## src/rtl/snap_capture_ctrl.sv

```systemverilog
// Write-side controller for the ADC calibration snapshot BRAM: arms from software,
// waits for a trigger, then streams exactly 2^ADDR_W qualified samples into port A.
module snap_capture_ctrl #(
   parameter int DATA_W = 64,
   parameter int ADDR_W = 9
) (
   input  logic              clk,
   input  logic              rst,
   input  logic [DATA_W-1:0] din,
   input  logic              din_valid,
   input  logic              trig,
   input  logic [31:0]       ctrl,
   output logic              bram_we,
   output logic              bram_en_a,
   output logic [ADDR_W-1:0] bram_addr,
   output logic [DATA_W-1:0] bram_wr_data,
   output logic [31:0]       status
);

   localparam logic [ADDR_W:0] DEPTH = {1'b1, {ADDR_W{1'b0}}};

   typedef enum logic [1:0] {
      S_IDLE    = 2'd0,
      S_ARMED   = 2'd1,
      S_CAPTURE = 2'd2,
      S_DONE    = 2'd3
   } state_t;

   state_t            state;
   logic [ADDR_W:0]   count;
   logic              ctrl0_d;
   logic              arm_edge;
   logic              v;
   logic              t;
   logic              accept;
   logic              last_word;
   logic [ADDR_W:0]   count_next;
   logic [31:0]       status_next;

   assign arm_edge   = ctrl[0] & ~ctrl0_d;
   assign v          = ctrl[2] | din_valid;
   assign t          = ctrl[1] | trig;
   assign count_next = count + {{ADDR_W{1'b0}}, 1'b1};
   assign last_word  = (count_next == DEPTH);

   // A re-arm always wins; the trigger cycle itself may carry the first word.
   always_comb begin
      accept = 1'b0;
      if (arm_edge) begin
         accept = 1'b0;
      end else begin
         case (state)
            S_ARMED:   accept = t & v;
            S_CAPTURE: accept = v;
            default:   accept = 1'b0;
         endcase
      end
   end

   always_comb begin
      status_next           = 32'd0;
      status_next[31]       = (state == S_DONE);
      status_next[30]       = (state == S_ARMED) || (state == S_CAPTURE);
      status_next[ADDR_W:0] = count;
   end

   // ctrl0_d follows ctrl[0] even in reset so a level held through reset is not an edge.
   always_ff @(posedge clk) begin
      if (rst) begin
         state        <= S_IDLE;
         count        <= '0;
         ctrl0_d      <= ctrl[0];
         bram_we      <= 1'b0;
         bram_en_a    <= 1'b0;
         bram_addr    <= '0;
         bram_wr_data <= '0;
         status       <= 32'd0;
      end else begin
         ctrl0_d   <= ctrl[0];
         status    <= status_next;
         bram_we   <= accept;
         bram_en_a <= accept;
         if (accept) begin
            bram_addr    <= count[ADDR_W-1:0];
            bram_wr_data <= din;
            count        <= count_next;
         end
         if (arm_edge) begin
            state <= S_ARMED;
            count <= '0;
         end else begin
            case (state)
               S_IDLE: begin
                  count <= '0;
               end
               S_ARMED: begin
                  if (t) begin
                     state <= (accept && last_word) ? S_DONE : S_CAPTURE;
                  end
               end
               S_CAPTURE: begin
                  if (accept && last_word) begin
                     state <= S_DONE;
                  end
               end
               S_DONE: begin
                  state <= S_DONE;
               end
               default: begin
                  state <= S_IDLE;
                  count <= '0;
               end
            endcase
         end
      end
   end

endmodule
```

## config.mk

```make
export PLATFORM = sky130hd
export DESIGN_NAME = snap_capture_ctrl
export DESIGN_NICKNAME = d
export VERILOG_FILES = /design/src/rtl/snap_capture_ctrl.sv
export SDC_FILE = /design/constraint.sdc
export NUM_CORES = 1
export LEC_CHECK = 0
export ABC_CLOCK_PERIOD_IN_PS = 2700
export BUFFER_PORTS_ARGS = -buffer_cell sky130_fd_sc_hd__buf_2
export CAP_MARGIN = 5
export CORE_MARGIN = 5
export CORE_UTILIZATION = 25
export DETAILED_ROUTE_END_ITERATION = 10
export PLACE_DENSITY = 0.54
export SYNTH_ARGS = -nofsm -noshare
export SYNTH_HDL_FRONTEND = slang
export SYNTH_SLANG_ARGS = --single-unit
```

## constraint.sdc

```tcl
create_clock -name clk -period 2.7 [get_ports clk]
set_input_delay 0.405 -clock clk [delete_from_list [all_inputs] [get_ports clk]]
set_output_delay 0.405 -clock clk [all_outputs]
set_load 0.05 [all_outputs]
```

; Yosys cells after proc, flatten, opt, wreduce, memory -nomap -nowiden
; Index checks and enable logic that the tools add are counted.
; Widths: inputs -> output; s select.
[classes]
addsub = 1
eq_ne = 8
mux = 7
bitwise_logic = 5
reduce_logical = 9
[op_table]
columns = cell, n
row1 = $add 10x1->10 const B, 1
row2 = $eq 10x10->1 const B, 1
row3 = $pmux 2 s3, 1
row4 = $reduce_and 3->1, 2
row5 = $eq 2x2->1 const B, 2
row6 = $mux 2, 2
row7 = $reduce_bool 4->1, 1
row8 = $mux 1, 3
row9 = $ne 3x2->1 const B, 1
row10 = $ne 3x3->1 const B, 1
row11 = $reduce_bool 3->1, 1
row12 = $reduce_or 3->1, 1
row13 = $and 1x1->1, 2
row14 = $eq 2x1->1 const B, 1
row15 = $logic_not 2->1, 1
row16 = $ne 2x1->1 const B, 1
row17 = $ne 2x2->1 const B, 1
row18 = $or 1x1->1, 2
row19 = $pmux 1 s2, 1
row20 = $reduce_or 2->1, 1
row21 = $logic_and 1x1->1, 1
row22 = $logic_or 1x1->1, 1
row23 = $not 1->1, 1
[totals]
reg_bits = 119
input_bits = 100
out_inout_bits = 107
elab_cells = 39

; Longest topological paths before layout
[logic_depth]
depth_word = 9
ltp_mapped = 9
depth_no_buf = 7

; Worst setup path before layout
; OpenSTA, ideal clock, no wires.
[synth_path]
path_type = flip-flop to flip-flop
startpoint = register count[1]
endpoint = register state[0]
setup_time_ns = 0.086
arrival_ns = 1.860
t_required_ns = 2.614
slack_ns = 0.754
path_stages_with_launch = 7
path_buffers = 0
synth_period_minus_slack_ns = 1.946
cell_sequence = dfxtp_1 > ha_1 > inv_4 > or4_1 > a32oi_1 > nand4_1 > a221oi_2
[synth_between]
elab_chain_cells = 7
elab_cells_between_ends = 9
classes_between = add/sub (1) / eq/ne (2) / mux (4) / reduce/logical (2)
[synth_rtl]
columns = element, line_no
row1 = "start, declared", 30  ; logic [ADDR_W:0] count;
row2 = "start signal, assigned", 86  ; count <= count_next;
row3 = $add 10x1->10 *, 43  ; assign count_next = count + {{ADDR_W{1'b0}}, 1'b1};
row4 = $eq 10x10->1 *, 44  ; assign last_word = (count_next == DEPTH);
row5 = $logic_and 1x1->1 *, "98, 102"
row6 = $mux 1, 98  ; state <= (accept && last_word) ? S_DONE : S_CAPTURE;
row7 = $mux 2, 97  ; if (t) begin
row8 = $pmux 2 s3, 92  ; case (state)
row9 = $mux 1, 88  ; if (arm_edge) begin
row10 = "end signal, assigned", 98
row11 = "end, declared", 29  ; state_t state;
; Mark *: on every way between the ends. The rest lies on a longest branch, timed or not. The select of a mux whose other input is x is not followed.
; A chain may end at the register's enable or synchronous reset.

; Final worst setup path
[layout_path]
startpoint = register state[0]
endpoint = register count[7]
[layout_between]
elab_chain_cells = 3
elab_cells_between_ends = 6
classes_between = eq/ne (2) / mux (2) / reduce/logical (2)
[layout_rtl]
columns = element, line_no
row1 = $eq 2x2->1 or $eq 2x1->1 (tied branches), 52  ; case (state)
row2 = $pmux 1 s2, 52
row3 = $mux 1, 49  ; if (arm_edge) begin
; Parallel ways exist; a longest one is shown, timed or not.

==> metrics <==
Final min period 2120 ps; Crit path buffers/inverters 2; worst path cell trace inv_1, ha_1, o2111ai_4, buf_4, or3_1, a21oi_1; post-cts sizing count 0; post-synth cell types 42; # rows 45; DR vias 3480; Initial Utilization 25.4%; grt ovf 0; I/O Pins 207; Post-Route Setup TNS 0 ps; Hold Path Sink ctrl0_d; vias in the first global route 3451; initial antenna violation count 2; TritonCTS buffer count 9; most frequent cells in the layout buf_2, nand2_1, dfxtp_1; Worst path max stage delay 400 ps; outcome completed; number of synthesized register bits 99; Pwr Density 826 nW/µm²; die width 134 µm; CP required 2970 ps; drt wl/cell 12.4 µm; Fin. Hold Viols 0; Post-synth top flop dfxtp_1; drt pass-1 iters 4; GPL Wtd Cong 0.775; Vias/cell 4.30; DRT iter0 DRCs 103; EDFF count, synth 0; final period utilization 78.6%; Clock Sinks 99; PortBufs 157; largest net degree at the start of global routing 45; worst r2r src state[0]; share of layout cells above drive strength 1 31.3%; Worst IR Drop VDD 0.576 mV; synth top area cells dfxtp_1, nand2_1, a21oi_1, buf_4, clkbuf_1; Post CTS Setup Buffer Count 0; post-DP HPWL 7420 µm; Hold Crit Class in2reg; Final Core Density 33.4%; Max Cap Viol 0; CORE AREA 15200 µm²; Critical Path Start state[0]; Max-slew headroom 55.3%; sequential fraction of the synthesis area 51.2%; r2r setup slk 580 ps; async set-reset flop share out of synthesis 0%; Worst Hold Depth 1; measured slew at the worst slew-check pin 671 ps; CP Data Arrival Time 2390 ps; Clock Latency Late Sink 340 ps; ANT nets after route 0; Post-Syn Instances 472; GR Util All Layers 11.1%; critical path class reg2reg; H-tree levels 3; hold wc startpoint ctrl[0]; LEAKAGE 0.00218 µW; first-pass GRT wire length 16300 µm; die height 134 µm; fillcell total 1606; final net count 721; clock slew at reported path FFs 70 ps; clk root buf clkbuf_16; syn_area_per_cell 8.19 µm²; cell taking the most area after synthesis dfxtp_1; CTS tree built; RSZ-0062 raised after global routing no; yosys warns 0; Max Fclk 471 MHz; die area 18100 µm²; synthesized area 3870 µm²; slowest cell on the critical path dfxtp_1; CP top delay family compound AO/OA/AOI/OAI gates; cts hold-fix bufs 0; final WL 10100 µm; Clock Tree Buf Depth 2; Critical Path End Type register; P&R area growth vs syn 31.2%; Synth top area share 51.2%; Clock Skew 8.86 ps; reg2reg end count[7]; Max Slew Vio Count 0; CP startpoint kind register; Residual DRC 0; final count of negative-setup-slack endpoints 0; Worst Reg-to-Reg Cells 6; worst-path maximum fanout 16; commonest non-fill, non-tap cell in the layout buf_2
## cell usage after synthesis (2+ instances only)
library cell and number:
a21oi_1 76, and3_1 2, buf_1 3, buf_2 8, buf_4 21, clkbuf_1 22
dfxtp_1 99, ha_1 6, nand2_1 154, nand3_1 6, nand4_1 2, nor2_1 13
nor2b_1 12, nor3_1 6, o21a_1 2, o21ai_0 4, o31ai_1 2, or3_1 2
or4_1 2, xnor2_1 5, xor2_1 4
## where the power goes
| group | total, µW | switching [µW] | internal [µW] |
|---|---|---|---|
| registers | 1660 | 66.0 | 1590 |
| clock network | 1300 | 556 | 747 |
| logic | 1230 | 913 | 317 |
| total | 4190 | 1530 | 2650 |
## cell type report
cell class                      count  area, µm²  share of cell area [%]
Sequential cell                    99       1980                    39.1
Multi-Input combinational cell    335       1660                    32.8
Timing Repair Buffer              167        873                    17.2
Clock buffer                       11        243                    4.78
Tap cell                          188        235                    4.64
Clock inverter                      5       61.3                    1.21
Inverter                            3       13.8                   0.271
Antenna cell                        1       2.50                  0.0493
## cell families (layout without fill, tap and decap cells)
family,count (synthesis),count (layout),synth area share (%)
AOI/OAI and AO/OA,93,93,13.5
buffers and inverters,57,186,7.89
other,1,21,0.0970
and+or+nand+nor,207,207,23.3
xor gates and xnor gates,9,9,2.04
adders and majority gates,6,6,1.94
DFF,99,99,51.2
## stage by stage
| step | cells | hold WS (ps) | total power [µW] | setup slack (ps) | cell area (µm²) |
|---|---|---|---|---|---|
| after global routing | 809 | 177 | 4410 | 353 | 5070 |
| after floorplan | 491 | 433 | 2630 | 754 | 3940 |
| after global placement | 792 | 440 | 2910 | 630 | 4770 |
| final | 809 | 191 | 4190 | 577 | 5070 |
| after CTS | 808 | 170 | 4270 | 529 | 5070 |
| after detailed placement | 792 | 444 | 2940 | 559 | 4770 |
## sequential cells by signal, indices dropped and copies added, names as in the netlist
name,cells
status,12
bram_wr_data,64
ctrl0_d,1
count,10
bram_addr,9
bram_en_a,1
state,2
## how the worst max path moves through the flow
stage / to / slack [ps] / cells after the start
after detailed placement: count[7] / 560 / 6
after global placement: count[7] / 630 / 6
after CTS: count[7] / 530 / 6
after global routing: bram_wr_data[63] / 350 / 6
final: count[7] / 580 / 6
after floorplan: state[0] / 750 / 6
## metal layers
layer	routed length, µm	vias to the layer above	track usage, %
li1	-	1780	-
met1	4340	1572	12.9
met2	4700	116	18.4
met3	887	10	4.84
met4	129	2	3.73
met5	13	-	0
No activity file was read; power rests on OpenSTA's default activity.
